**src/rtl/clk_period_meter.sv**
```systemverilog
`timescale 1ns/1ps
// ============================================================================
// clk_period_meter
//
// Purpose:
//   Measures a slow, asynchronous square wave in units of i_clk_in cycles.
//   The input is synchronised into the i_clk_in domain and edge-detected.
//   A small FSM then times the high phase and the full period between
//   consecutive rising edges. Each complete measurement is reported with a
//   single-cycle o_meas_valid pulse. If no edge arrives within TIMEOUT
//   cycles, o_timeout is raised and the FSM waits for a fresh rising edge.
//
// Parameters:
//   SRC_FREQ    - i_clk_in frequency in Hz
//   MIN_FREQ    - lowest measurable input frequency in Hz
//   SYNC_STAGES - depth of the input synchroniser (2 or more)
//   TIMEOUT     - SRC_FREQ / MIN_FREQ, the loss-of-signal limit in cycles
//   W           - bits needed to hold TIMEOUT
//
// Ports:
//   i_clk_in     - system clock
//   i_rst        - asynchronous reset, active high
//   i_sig_in     - asynchronous signal to measure
//   o_sig_sync   - synchronised copy of i_sig_in (last synchroniser stage)
//   o_sig_rise   - one-cycle pulse per synchronised rising edge
//   o_period     - last measured period in i_clk_in cycles
//   o_high_time  - high time belonging to the same measurement as o_period
//   o_meas_valid - one-cycle pulse when o_period / o_high_time update
//   o_timeout    - level; no edge seen within TIMEOUT cycles
// ============================================================================
module clk_period_meter #(
   parameter int SRC_FREQ    = 100_000_000,
   parameter int MIN_FREQ    = 10,
   parameter int SYNC_STAGES = 2,
   localparam int TIMEOUT    = SRC_FREQ / MIN_FREQ,
   localparam int W          = $clog2(TIMEOUT + 1)
) (
   input  logic         i_clk_in,
   input  logic         i_rst,
   input  logic         i_sig_in,
   output logic         o_sig_sync,
   output logic         o_sig_rise,
   output logic [W-1:0] o_period,
   output logic [W-1:0] o_high_time,
   output logic         o_meas_valid,
   output logic         o_timeout
);

   localparam logic [W-1:0] TIMEOUT_CNT = W'(TIMEOUT);
   localparam logic [W-1:0] ONE_CNT     = W'(1);

   typedef enum logic [1:0] {
      IDLE,
      HIGH,
      LOW
   } state_t;

   logic [SYNC_STAGES-1:0] r_sync;
   logic                   r_sigPrev;
   logic                   r_sigRise;

   state_t                 r_state;
   logic [W-1:0]           r_cnt;
   logic [W-1:0]           r_highCap;
   logic [W-1:0]           r_period;
   logic [W-1:0]           r_highTime;
   logic                   r_measValid;
   logic                   r_timeout;

   logic                   w_sigSync;
   logic                   w_rise;
   logic                   w_fall;
   logic [W-1:0]           w_elapsed;

   // The last synchroniser stage is the only safe view of the input; edges
   // are found by comparing it against its own one-cycle-delayed copy.
   assign w_sigSync = r_sync[SYNC_STAGES-1];
   assign w_rise    = w_sigSync & ~r_sigPrev;
   assign w_fall    = ~w_sigSync & r_sigPrev;

   // In LOW the counter restarted at the fall, so the time since the last
   // rise is the captured high time plus the low-phase count. This sum is
   // bounded by TIMEOUT, so it never wraps in W bits.
   assign w_elapsed = r_highCap + r_cnt;

   // Input synchroniser, delayed copy for edge detection, and the registered
   // rise pulse. The shift register pulls i_sig_in in at bit 0.
   always_ff @(posedge i_clk_in or posedge i_rst) begin
      if (i_rst) begin
         r_sync    <= '0;
         r_sigPrev <= 1'b0;
         r_sigRise <= 1'b0;
      end else begin
         r_sync    <= {r_sync[SYNC_STAGES-2:0], i_sig_in};
         r_sigPrev <= w_sigSync;
         r_sigRise <= w_rise;
      end
   end

   // Measurement FSM. The counter is loaded with 1 on every edge it acts on,
   // so reading it on the next edge gives the exact number of cycles between
   // the two edge detections. An edge always beats the timeout check, which
   // lets a period of exactly TIMEOUT still be reported. The very first rise
   // after reset or timeout only arms the FSM and never yields a result.
   always_ff @(posedge i_clk_in or posedge i_rst) begin
      if (i_rst) begin
         r_state     <= IDLE;
         r_cnt       <= '0;
         r_highCap   <= '0;
         r_period    <= '0;
         r_highTime  <= '0;
         r_measValid <= 1'b0;
         r_timeout   <= 1'b0;
      end else begin
         r_measValid <= 1'b0;
         case (r_state)
            IDLE: begin
               if (w_rise) begin
                  r_cnt   <= ONE_CNT;
                  r_state <= HIGH;
               end else begin
                  r_cnt   <= '0;
               end
            end

            HIGH: begin
               if (w_fall) begin
                  r_highCap <= r_cnt;
                  r_cnt     <= ONE_CNT;
                  r_state   <= LOW;
               end else if (r_cnt == TIMEOUT_CNT) begin
                  r_timeout <= 1'b1;
                  r_cnt     <= '0;
                  r_state   <= IDLE;
               end else begin
                  r_cnt     <= r_cnt + ONE_CNT;
               end
            end

            LOW: begin
               if (w_rise) begin
                  r_period    <= w_elapsed;
                  r_highTime  <= r_highCap;
                  r_measValid <= 1'b1;
                  r_timeout   <= 1'b0;
                  r_cnt       <= ONE_CNT;
                  r_state     <= HIGH;
               end else if (w_elapsed == TIMEOUT_CNT) begin
                  r_timeout   <= 1'b1;
                  r_cnt       <= '0;
                  r_state     <= IDLE;
               end else begin
                  r_cnt       <= r_cnt + ONE_CNT;
               end
            end

            default: begin
               r_cnt   <= '0;
               r_state <= IDLE;
            end
         endcase
      end
   end

   assign o_sig_sync   = w_sigSync;
   assign o_sig_rise   = r_sigRise;
   assign o_period     = r_period;
   assign o_high_time  = r_highTime;
   assign o_meas_valid = r_measValid;
   assign o_timeout    = r_timeout;

endmodule

```
**config.mk**
```make
export PLATFORM = sky130hd
export DESIGN_NAME = clk_period_meter
export DESIGN_NICKNAME = d
export VERILOG_FILES = /design/src/rtl/clk_period_meter.sv
export SDC_FILE = /design/constraint.sdc
export NUM_CORES = 1
export LEC_CHECK = 0
export CAP_MARGIN = 20
export CORE_MARGIN = 10
export CORE_UTILIZATION = 60
export DETAILED_ROUTE_END_ITERATION = 7
export PLACE_DENSITY = 0.83
export SETUP_SLACK_MARGIN = 0.2
export SLEW_MARGIN = 20
export SYNTH_ARGS = -nofsm -noshare
export SYNTH_HDL_FRONTEND = slang
export SYNTH_SLANG_ARGS = --single-unit
```
**constraint.sdc**
```tcl
create_clock -name i_clk_in -period 6.61 [get_ports i_clk_in]
set_input_delay 0.661 -clock i_clk_in [delete_from_list [all_inputs] [get_ports i_clk_in]]
set_output_delay 0.661 -clock i_clk_in [all_outputs]
set_load 0.02 [all_outputs]
```
Yosys cells after proc, flatten, opt, wreduce, memory -nomap -nowiden
Cells that the tools add are included.

Add/sub/neg operators: 2. Eq/ne operators: 9. Muxes and demuxes: 19. Bitwise logic cells: 4. Reductions and logical operators: 6.

Operator list (count): two-way mux 24 bit (4); one-hot mux 24 bit (3 select lines) (1); equality test 24 bit, second input constant (2); adder 24 x 1 -> 24 bit, second input constant (1); adder 24 bit (1); two-way mux 2 bit (5); two-way mux 1 bit (7); != test 2 bit, second input constant (3); != test 3 bit, second input constant (2); one-hot mux 2 bit (3 select lines) (1); AND reduction 2 bit (2); AND reduction 4 bit (1); AND reduction 3 bit (1); bitwise AND 1 bit (2); equality test 2 x 1 -> 1 bit, second input constant (1); equality test 2 bit, second input constant (1); zero test 2 bit (1); inverter 1 bit (2); one-hot mux 1 bit (2 select lines) (1); nonzero test 2 bit (1).

Register bits after elaboration: 104. Bits of input ports: 3. Output and inout port bits: 52. Logic and storage cells: 50.

Longest topological paths before layout
Gate-level depths: netlist (run 1).

Depth in word-level cells: 5. Mapped depth: 11. Mapped depth without buffers: 10.

Worst setup path before layout (run 1)
Ideal clock, no wire load.

Path type: reg-to-reg. Start point: reg r_cnt[0]. End point: reg r_cnt[0]. Library setup time: 130 ps. Arrival: 3182 ps. Required time: 6480 ps. Setup slack: 3299 ps. Stages on the path, launching flop included: 12. Path buffers: 1. Period minus slack after synthesis: 3311 ps. Cell sequence: dfrtp_1 > ha_1 > fa_1 > a21oi_1 > o211a_1 > nor2_1 > or4_1 > a2111oi_2 > o2111ai_1 > nor3_4 > buf_6 > o31ai_1.

Cells in the longest elaborated chain, start to end: 5. Elaborated cells on any way between the ends: 9. Those cells by class: 2 x add/sub; 2 x eq/ne; 5 x mux.

RTL lines: start, declared (line 63) `logic [W-1:0] r_cnt;`; start signal, assigned (line 136) `r_cnt <= r_cnt + ONE_CNT;`; start signal, assigned (line 153) `r_cnt <= r_cnt + ONE_CNT;`; adder 24 bit (line 84) `assign w_elapsed = r_highCap + r_cnt;`; equality test 24 bit (line 148) `end else if (w_elapsed == TIMEOUT_CNT) begin`; two-way mux 24 bit (line 148); two-way mux 24 bit (line 141) `if (w_rise) begin`; one-hot mux 24 bit (3 select lines) (*) (line 116) `case (r_state)`.

Mark *: on every way between the ends. The rest lies on a longest branch, timed or not. A chain may end at the register's enable or synchronous reset.

Final worst setup path (run 1)
Start point: reg r_cnt[0]. End point: reg r_cnt[13].

Same word-level chain as after synthesis.

==> results of run 1 <==
[registers in the layout (all words and copies together) (netlist names)]
signal        flops
o_high_time      24
o_meas_valid      1
o_period         24
o_sig_rise        1
o_timeout         1
r_cnt            24
r_highCap        24
r_sigPrev         1
r_state           2
r_sync            2
[critical path, cell delays in order (launching register included)]
cell and delay (ns):
dfrtp_1 0.50, ha_1 0.28, fa_1 0.40, a21oi_1 0.29
o211a_1 0.27, nor2_1 0.09, or4_1 0.54, a2111oi_2 0.35
o2111ai_1 0.25, nor3_4 0.24, buf_4 0.39, o31ai_1 0.14
[through the flow]
step | total power, mW | instances | utilization, % | hold WS, ns | setup slack, ns
floorplan | 0.901 | 678 | - | 0.331 | 3.22
global placement | 1.00 | 840 | 68.2 | 0.342 | 2.97
detailed placement | 1.01 | 840 | 68.2 | 0.340 | 2.84
CTS | 1.43 | 856 | 70.3 | 0.372 | 2.81
global route | 1.48 | 856 | 70.3 | 0.388 | 2.54
finish | 1.42 | 856 | 70.3 | 0.366 | 2.72
[power by group through the flow]
stage               logic (mW)  clock network, mW  registers, mW
floorplan                0.157                  0          0.744
global placement         0.277                  0          0.725
detailed placement       0.284                  0          0.729
CTS                      0.286              0.423          0.717
global route             0.306              0.446          0.724
finish                   0.287              0.412          0.717
[cell families after synthesis]
logic type | count (synthesis) | synth area share, %
AO/OA/AOI/OAI | 147 | 16.7
XOR/XNOR | 32 | 4.58
adder cells (fa/ha/maj) | 26 | 5.44
buffers and inverters | 47 | 3.40
flip-flops | 104 | 42.6
multiplexers | 27 | 4.93
AND/OR/NAND/NOR | 295 | 22.3
[metal layers]
layer	part of all wire, %	track usage [%]
met1	42	28.2
met2	48	37.6
met3	6.6	5.58
met4	2.8	9.58
met5	0	0
[final cells by class]
| class | instances | area (um2) | area share (%) |
|---|---|---|---|
| flip-flops and latches | 104 | 2600 | 37.5 |
| clock inverters | 4 | 51.3 | 0.740 |
| clock buffers | 12 | 155 | 2.24 |
| well taps | 133 | 166 | 2.40 |
| inverters | 16 | 62.6 | 0.903 |
| repair buffers | 60 | 586 | 8.45 |
| multi-input cells | 527 | 3310 | 47.7 |
[synthesized netlist by cell type (3+ instances only)]
cell type	number	area [um2]
nand2_1	157	589
dfrtp_1	104	2600
nand3_1	36	180
o21ai_0	33	165
nor2_1	31	116
a21oi_1	26	130
ha_1	25	313
mux2_2	25	282
clkbuf_1	19	71.3
xnor2_1	19	166
inv_1	16	60.1
nand4_1	16	100
o21ai_2	16	140
xor2_1	13	114
nand2b_1	10	62.6
nor3_1	9	45.0
o31ai_1	7	52.6
a211oi_1	6	45.0
and3_1	6	37.5
o211ai_1	6	45.0
a21o_1	5	37.5
and4_1	5	43.8
nor4_1	5	31.3
o21ai_1	5	25.0
a31oi_1	4	25.0
buf_1	4	15.0
buf_2	4	20.0
nor2b_1	4	25.0
o21bai_1	4	30.0
a211o_1	3	26.3
a21oi_2	3	26.3
a311oi_1	3	26.3
and2_1	3	18.8
buf_6	3	33.8
o21a_1	3	22.5
or4_1	3	22.5
[final timing paths]
| check | start | to | slack, ns | depth (start not counted) |
|---|---|---|---|---|
| min in group asynchronous | i_rst | o_high_time[6] | 0.63 | 2 |
| worst min-delay path | r_sync[0] | r_sync[1] | 0.37 | 0 |
| worst min register to register | r_sync[0] | r_sync[1] | 0.37 | 0 |
| worst max register to register | r_cnt[0] | r_cnt[13] | 2.72 | 11 |
| max in group asynchronous | i_rst | r_highCap[12] | 4.77 | 3 |
| worst max-delay path | r_cnt[0] | r_cnt[13] | 2.72 | 11 |
[cell usage in the layout, fill, tap and decap left out, types with 13 or more instances in the layout]
| cell type | synthesis | layout |
|---|---|---|
| inv_1 | 16 | 14 |
| dfrtp_1 | 104 | 104 |
| a21oi_1 | 26 | 26 |
| nand4_1 | 16 | 16 |
| nand3_1 | 36 | 36 |
| ha_1 | 25 | 25 |
| nand2_1 | 157 | 156 |
| xnor2_1 | 19 | 19 |
| o21ai_0 | 33 | 33 |
| clkdlybuf4s50_1 | 0 | 54 |
| mux2_2 | 25 | 25 |
| xor2_1 | 13 | 13 |
| o21ai_2 | 16 | 16 |
| nor2_1 | 31 | 31 |
==> run_results.csv, run 1 <==
group,metric,value,unit
status,status,"finished, final reports clean",
synth,yosysSeqAreaShare,42.6,%
placed_design,gp_congestion,0.988,
pwr,ir_drop,268,uV
cells_and_area,fill_cells,752,
critical_path,criticalPathCategory,"flip-flop to flip-flop",
min_path,hp-class,"flip-flop to flip-flop",
clock_network,cts_made_buffers,9,
clock_network,clk_latency,0.39,ns
global_routing,antenna_found_initial,0,
critical_path,path_max_fanout,26,
pwr,internal_power,987,uW
detailed_routing,vias_per_cell,6.23,
timing,tightest_slew,0.960,ns
floorplanning,dieArea,0.0146,mm2
synth,async_flop_share,100,%
clock_network,cts_tree,"built",
synth,synth_ff_type,"dfrtp_1",
global_routing,grt.total_usage,22.9,%
global_routing,grt_max_degree,68,
timing,rsz0062_at_grt,"no",
global_routing,grt_overflow,0,
detailed_routing,ant_nets,0,
placed_design,io_buffers,54,
critical_path,startpoint_type,"flip-flop",
detailed_routing,drt_iter0_markers,488,
cells_and_area,antenna_cells,0,
synth,synth_seq_cells,104,
clock_network,cts_num_sinks,104,
pwr,p_sw_share,30.3,%
synth,yosys_warnings,0,
detailed_routing,vias,5331,
critical_path,critical_path_arrival,4.15,ns
critical_path,worstPathRequired,6.87,ns
floorplanning,num_rows,36,
timing,fin_crit,3.89,ns
clock_network,cts_setup_buffers,0,
detailed_routing,wl_per_cell,19.3,um
placed_design,place_area,0.00673,mm2
global_routing,grt_pass1_wl,26700,um
clock_network,cts-root-buf,"clkbuf_8",
critical_path,cp-end-kind,"flip-flop",
floorplanning,initial_core_util,62.0,%
pwr,p_seq_share,50.6,%
cells_and_area,syn2layout_area_growth,13.4,%
detailed_routing,first_pass_iters,5,
detailed_routing,routed_wirelength,16600,um
timing,fmax,0.257,GHz
pwr,netSwitchingPower,430,uW
clock_network,htree_levels,3,
placed_design,detailed_place_hpwl,12400,um
pwr,power_frac_comb,20.3,%
floorplanning,die_h,121,um
synth,avgSynthCellArea,9.02,um2
timing,hold_viol,0,
floorplanning,core_area,0.00986,mm2
floorplanning,die_w,121,um
cells_and_area,postLayoutCellArea,0.00693,mm2
clock_network,clkTransAtPathRegs,0.09,ns
timing,period_share,58.9,%
timing,setup_viol,0,
global_routing,grt_pass1_vias,5151,
detailed_routing,drcViolationCount,0,
timing,slew_viol_final,0,
flow_run,drv_cap,0,
clock_network,ctsHoldBuffers,0,
synth,synth_edf_count,0,
pwr,powerDensity,204,mW/mm2
synth,synth_area,0.00611,mm2
synth,syn_nets,707,
synth,syn_inst,678,
timing,fin_skew,0.0138,ns
pwr,power_leakage,3.18,nW
cells_and_area,finalNetCount,747,
cells_and_area,layout-drive-gt1-share,10.7,%
clock_network,clockBufferDepth,2,
clock_network,cts-resized-gates,0,
timing,setup_tns,0,ns
pwr,clock_power_share,29.1,%
timing,max_slew_margin,35.6,%
floorplanning,ios,55,
synth,synth_cell_types,65,
Note: power is estimated with default switching activity, not from simulation.
==> run 2, diff against run 1 <==
--- a/config.mk
+++ b/config.mk
@@ -7,9 +7,9 @@
 export LEC_CHECK = 0
 export CAP_MARGIN = 20
 export CORE_MARGIN = 10
-export CORE_UTILIZATION = 60
+export CORE_UTILIZATION = 58
 export DETAILED_ROUTE_END_ITERATION = 7
-export PLACE_DENSITY = 0.83
+export PLACE_DENSITY = 0.8
 export SETUP_SLACK_MARGIN = 0.2
 export SLEW_MARGIN = 20
 export SYNTH_ARGS = -nofsm -noshare
==> constraint.sdc (replaced) <==
create_clock -name i_clk_in -period 3.8 [get_ports i_clk_in]
set_input_delay 0.38 -clock i_clk_in [delete_from_list [all_inputs] [get_ports i_clk_in]]
set_output_delay 0.38 -clock i_clk_in [all_outputs]
set_load 0.02 [all_outputs]
==> run 2 against run 1 <==
Against the previous run:
- first-iteration DRC count grew 2.0%
- global-route usage grew 0.24 points
- final area grew 3.8%
- fmax rose by 9.8%
- largest cell class unchanged
- largest power group unchanged
- critical path depth rose by 2
==> run_results.csv, run 2 (synthesized netlist as in run 1, its figures left out) <==
group,metric,value,unit
status,status,"finished, final reports clean",
floorplanning,initial_core_util,59.5,%
critical_path,r2r_cells,13,
min_path,min_path_cells,0,
timing,max_slew_margin,52.9,%
min_path,hp-class,"flip-flop to flip-flop",
pwr,power_leakage,3.33,nW
timing,rsz0062_at_grt,"no",
critical_path,worstReg2RegStart,"r_cnt[0]",
critical_path,path_max_fanout,13,
min_path,worstHoldEndpoint,"r_sync[1]",
critical_path,startpoint_type,"flip-flop",
cells_and_area,layout-drive-gt1-share,14.4,%
detailed_routing,vias_per_cell,6.21,
min_path,min_from,"r_sync[0]",
floorplanning,die_w,123,um
floorplanning,dieArea,0.0150,mm2
cells_and_area,syn2layout_area_growth,17.7,%
clock_network,clockBufferDepth,2,
cells_and_area,antenna_cells,0,
detailed_routing,drt_iter0_markers,498,
timing,period_share,93.3,%
global_routing,grt_max_degree,105,
critical_path,cp-end-kind,"flip-flop",
timing,fin_skew,0.00999,ns
cells_and_area,seqCellArea,0.00260,mm2
timing,setup_viol,0,
global_routing,antenna_found_initial,0,
cells_and_area,layout_common_cells,"nand2_1 (156), dfrtp_1 (103), clkdlybuf4s50_1 (54)",
clock_network,cts-root-buf,"clkbuf_8",
detailed_routing,vias,5487,
clock_network,clk_latency,0.37,ns
cells_and_area,postLayoutCellArea,0.00720,mm2
clock_network,ctsHoldBuffers,0,
pwr,powerDensity,338,mW/mm2
clock_network,htree_levels,3,
global_routing,grt.total_usage,23.2,%
floorplanning,ios,55,
critical_path,worstPathRequired,4.05,ns
placed_design,detailed_place_hpwl,12800,um
detailed_routing,wl_per_cell,19.9,um
critical_path,reg2reg_to,"r_cnt[15]",
placed_design,place_area,0.00690,mm2
cells_and_area,finalNetCount,774,
cells_and_area,fill_cells,831,
detailed_routing,drcViolationCount,0,
cells_and_area,final_common_cell,"nand2_1",
detailed_routing,ant_nets,0,
clock_network,clkTransAtPathRegs,0.10,ns
clock_network,cts_num_sinks,104,
critical_path,r2r_slack,0.26,ns
floorplanning,num_rows,37,
timing,slew_viol_final,0,
timing,fin_crit,3.54,ns
floorplanning,die_h,123,um
placed_design,io_buffers,54,
cells_and_area,multi_input_area,0.00334,mm2
timing,fmax,0.282,GHz
detailed_routing,routed_wirelength,17600,um
timing,tightest_slew,0.700,ns
pwr,p_total,2.43,mW
detailed_routing,first_pass_iters,5,
floorplanning,core_area,0.0103,mm2
critical_path,critical_path_arrival,3.79,ns
timing,setup_tns,0,ns
critical_path,criticalPathCategory,"flip-flop to flip-flop",
clock_network,cts_tree,"built",
pwr,ir_drop,376,uV
placed_design,gp_congestion,0.985,
flow_run,drv_cap,0,
global_routing,grt_pass1_vias,5339,
global_routing,grt_overflow,0,
clock_network,cts_made_buffers,9,
timing,hold_viol,0,
global_routing,grt_pass1_wl,27700,um
run 2: per-layer routing:
metal / global-route usage, % / part of all wire (%)
met2: 37.6 / 48
met5: 0 / 0
met4: 9.65 / 2.9
met3: 3.86 / 7.6
met1: 30.1 / 42
run 2: cell type report:
type,count,area share [%]
clock buffer,12,2.16
clock inverter,2,0.226
inverter,16,0.869
multi-input combinational,527,46.4
sequential,104,36.2
tap,136,2.36
timing repair buffer,87,11.8
run 2: what timing repair did:
action | in CTS | in global routing
gates resized for setup | 1 | 8
buffers inserted | 0 | 5
pin swaps | 0 | 4
cloned | 0 | 2
setup endpoints to repair | 26 | 26
run 2: how the worst max path moves through the flow:
stage	start	end	slack (ns)	depth (start not counted)
finish	r_cnt[0]	r_cnt[15]	0.26	13
global route	r_cnt[0]	r_cnt[20]	0.12	12
CTS	r_cnt[0]	r_cnt[15]	0.23	11
detailed placement	r_cnt[0]	r_cnt[15]	0.16	11
global placement	r_cnt[0]	r_cnt[15]	0.30	11
floorplan	r_cnt[0]	r_cnt[0]	0.49	11
run 2: per-stage QoR:
stage / worst slack (ns) / util, % / instances / hold slack (ns)
finish: 0.256 / 70.0 / 884 / 0.369
global route: 0.121 / 70.0 / 884 / 0.383
CTS: 0.226 / 68.9 / 877 / 0.375
detailed placement: 0.158 / 67.2 / 863 / 0.349
global placement: 0.300 / 67.2 / 863 / 0.341
floorplan: 0.489 / - / 678 / 0.331
run 2: worst max-delay path, stage by stage (launching register included):
cell      delay, ns
dfrtp_2        0.47
ha_1           0.25
fa_2           0.38
a21oi_2        0.22
buf_4          0.15
o21bai_1       0.07
xnor2_1        0.26
nand4_1        0.12
nor4bb_1       0.31
or4b_1         0.55
nor3_4         0.25
buf_12         0.15
buf_12         0.14
o31ai_1        0.08
run 2: power breakdown:
part / switching [mW] / internal (mW) / leakage [nW]
combinational: 0.306 / 0.228 / 1.81
sequential: 0.0767 / 1.17 / 1.43
clock: 0.380 / 0.269 / 0.0845
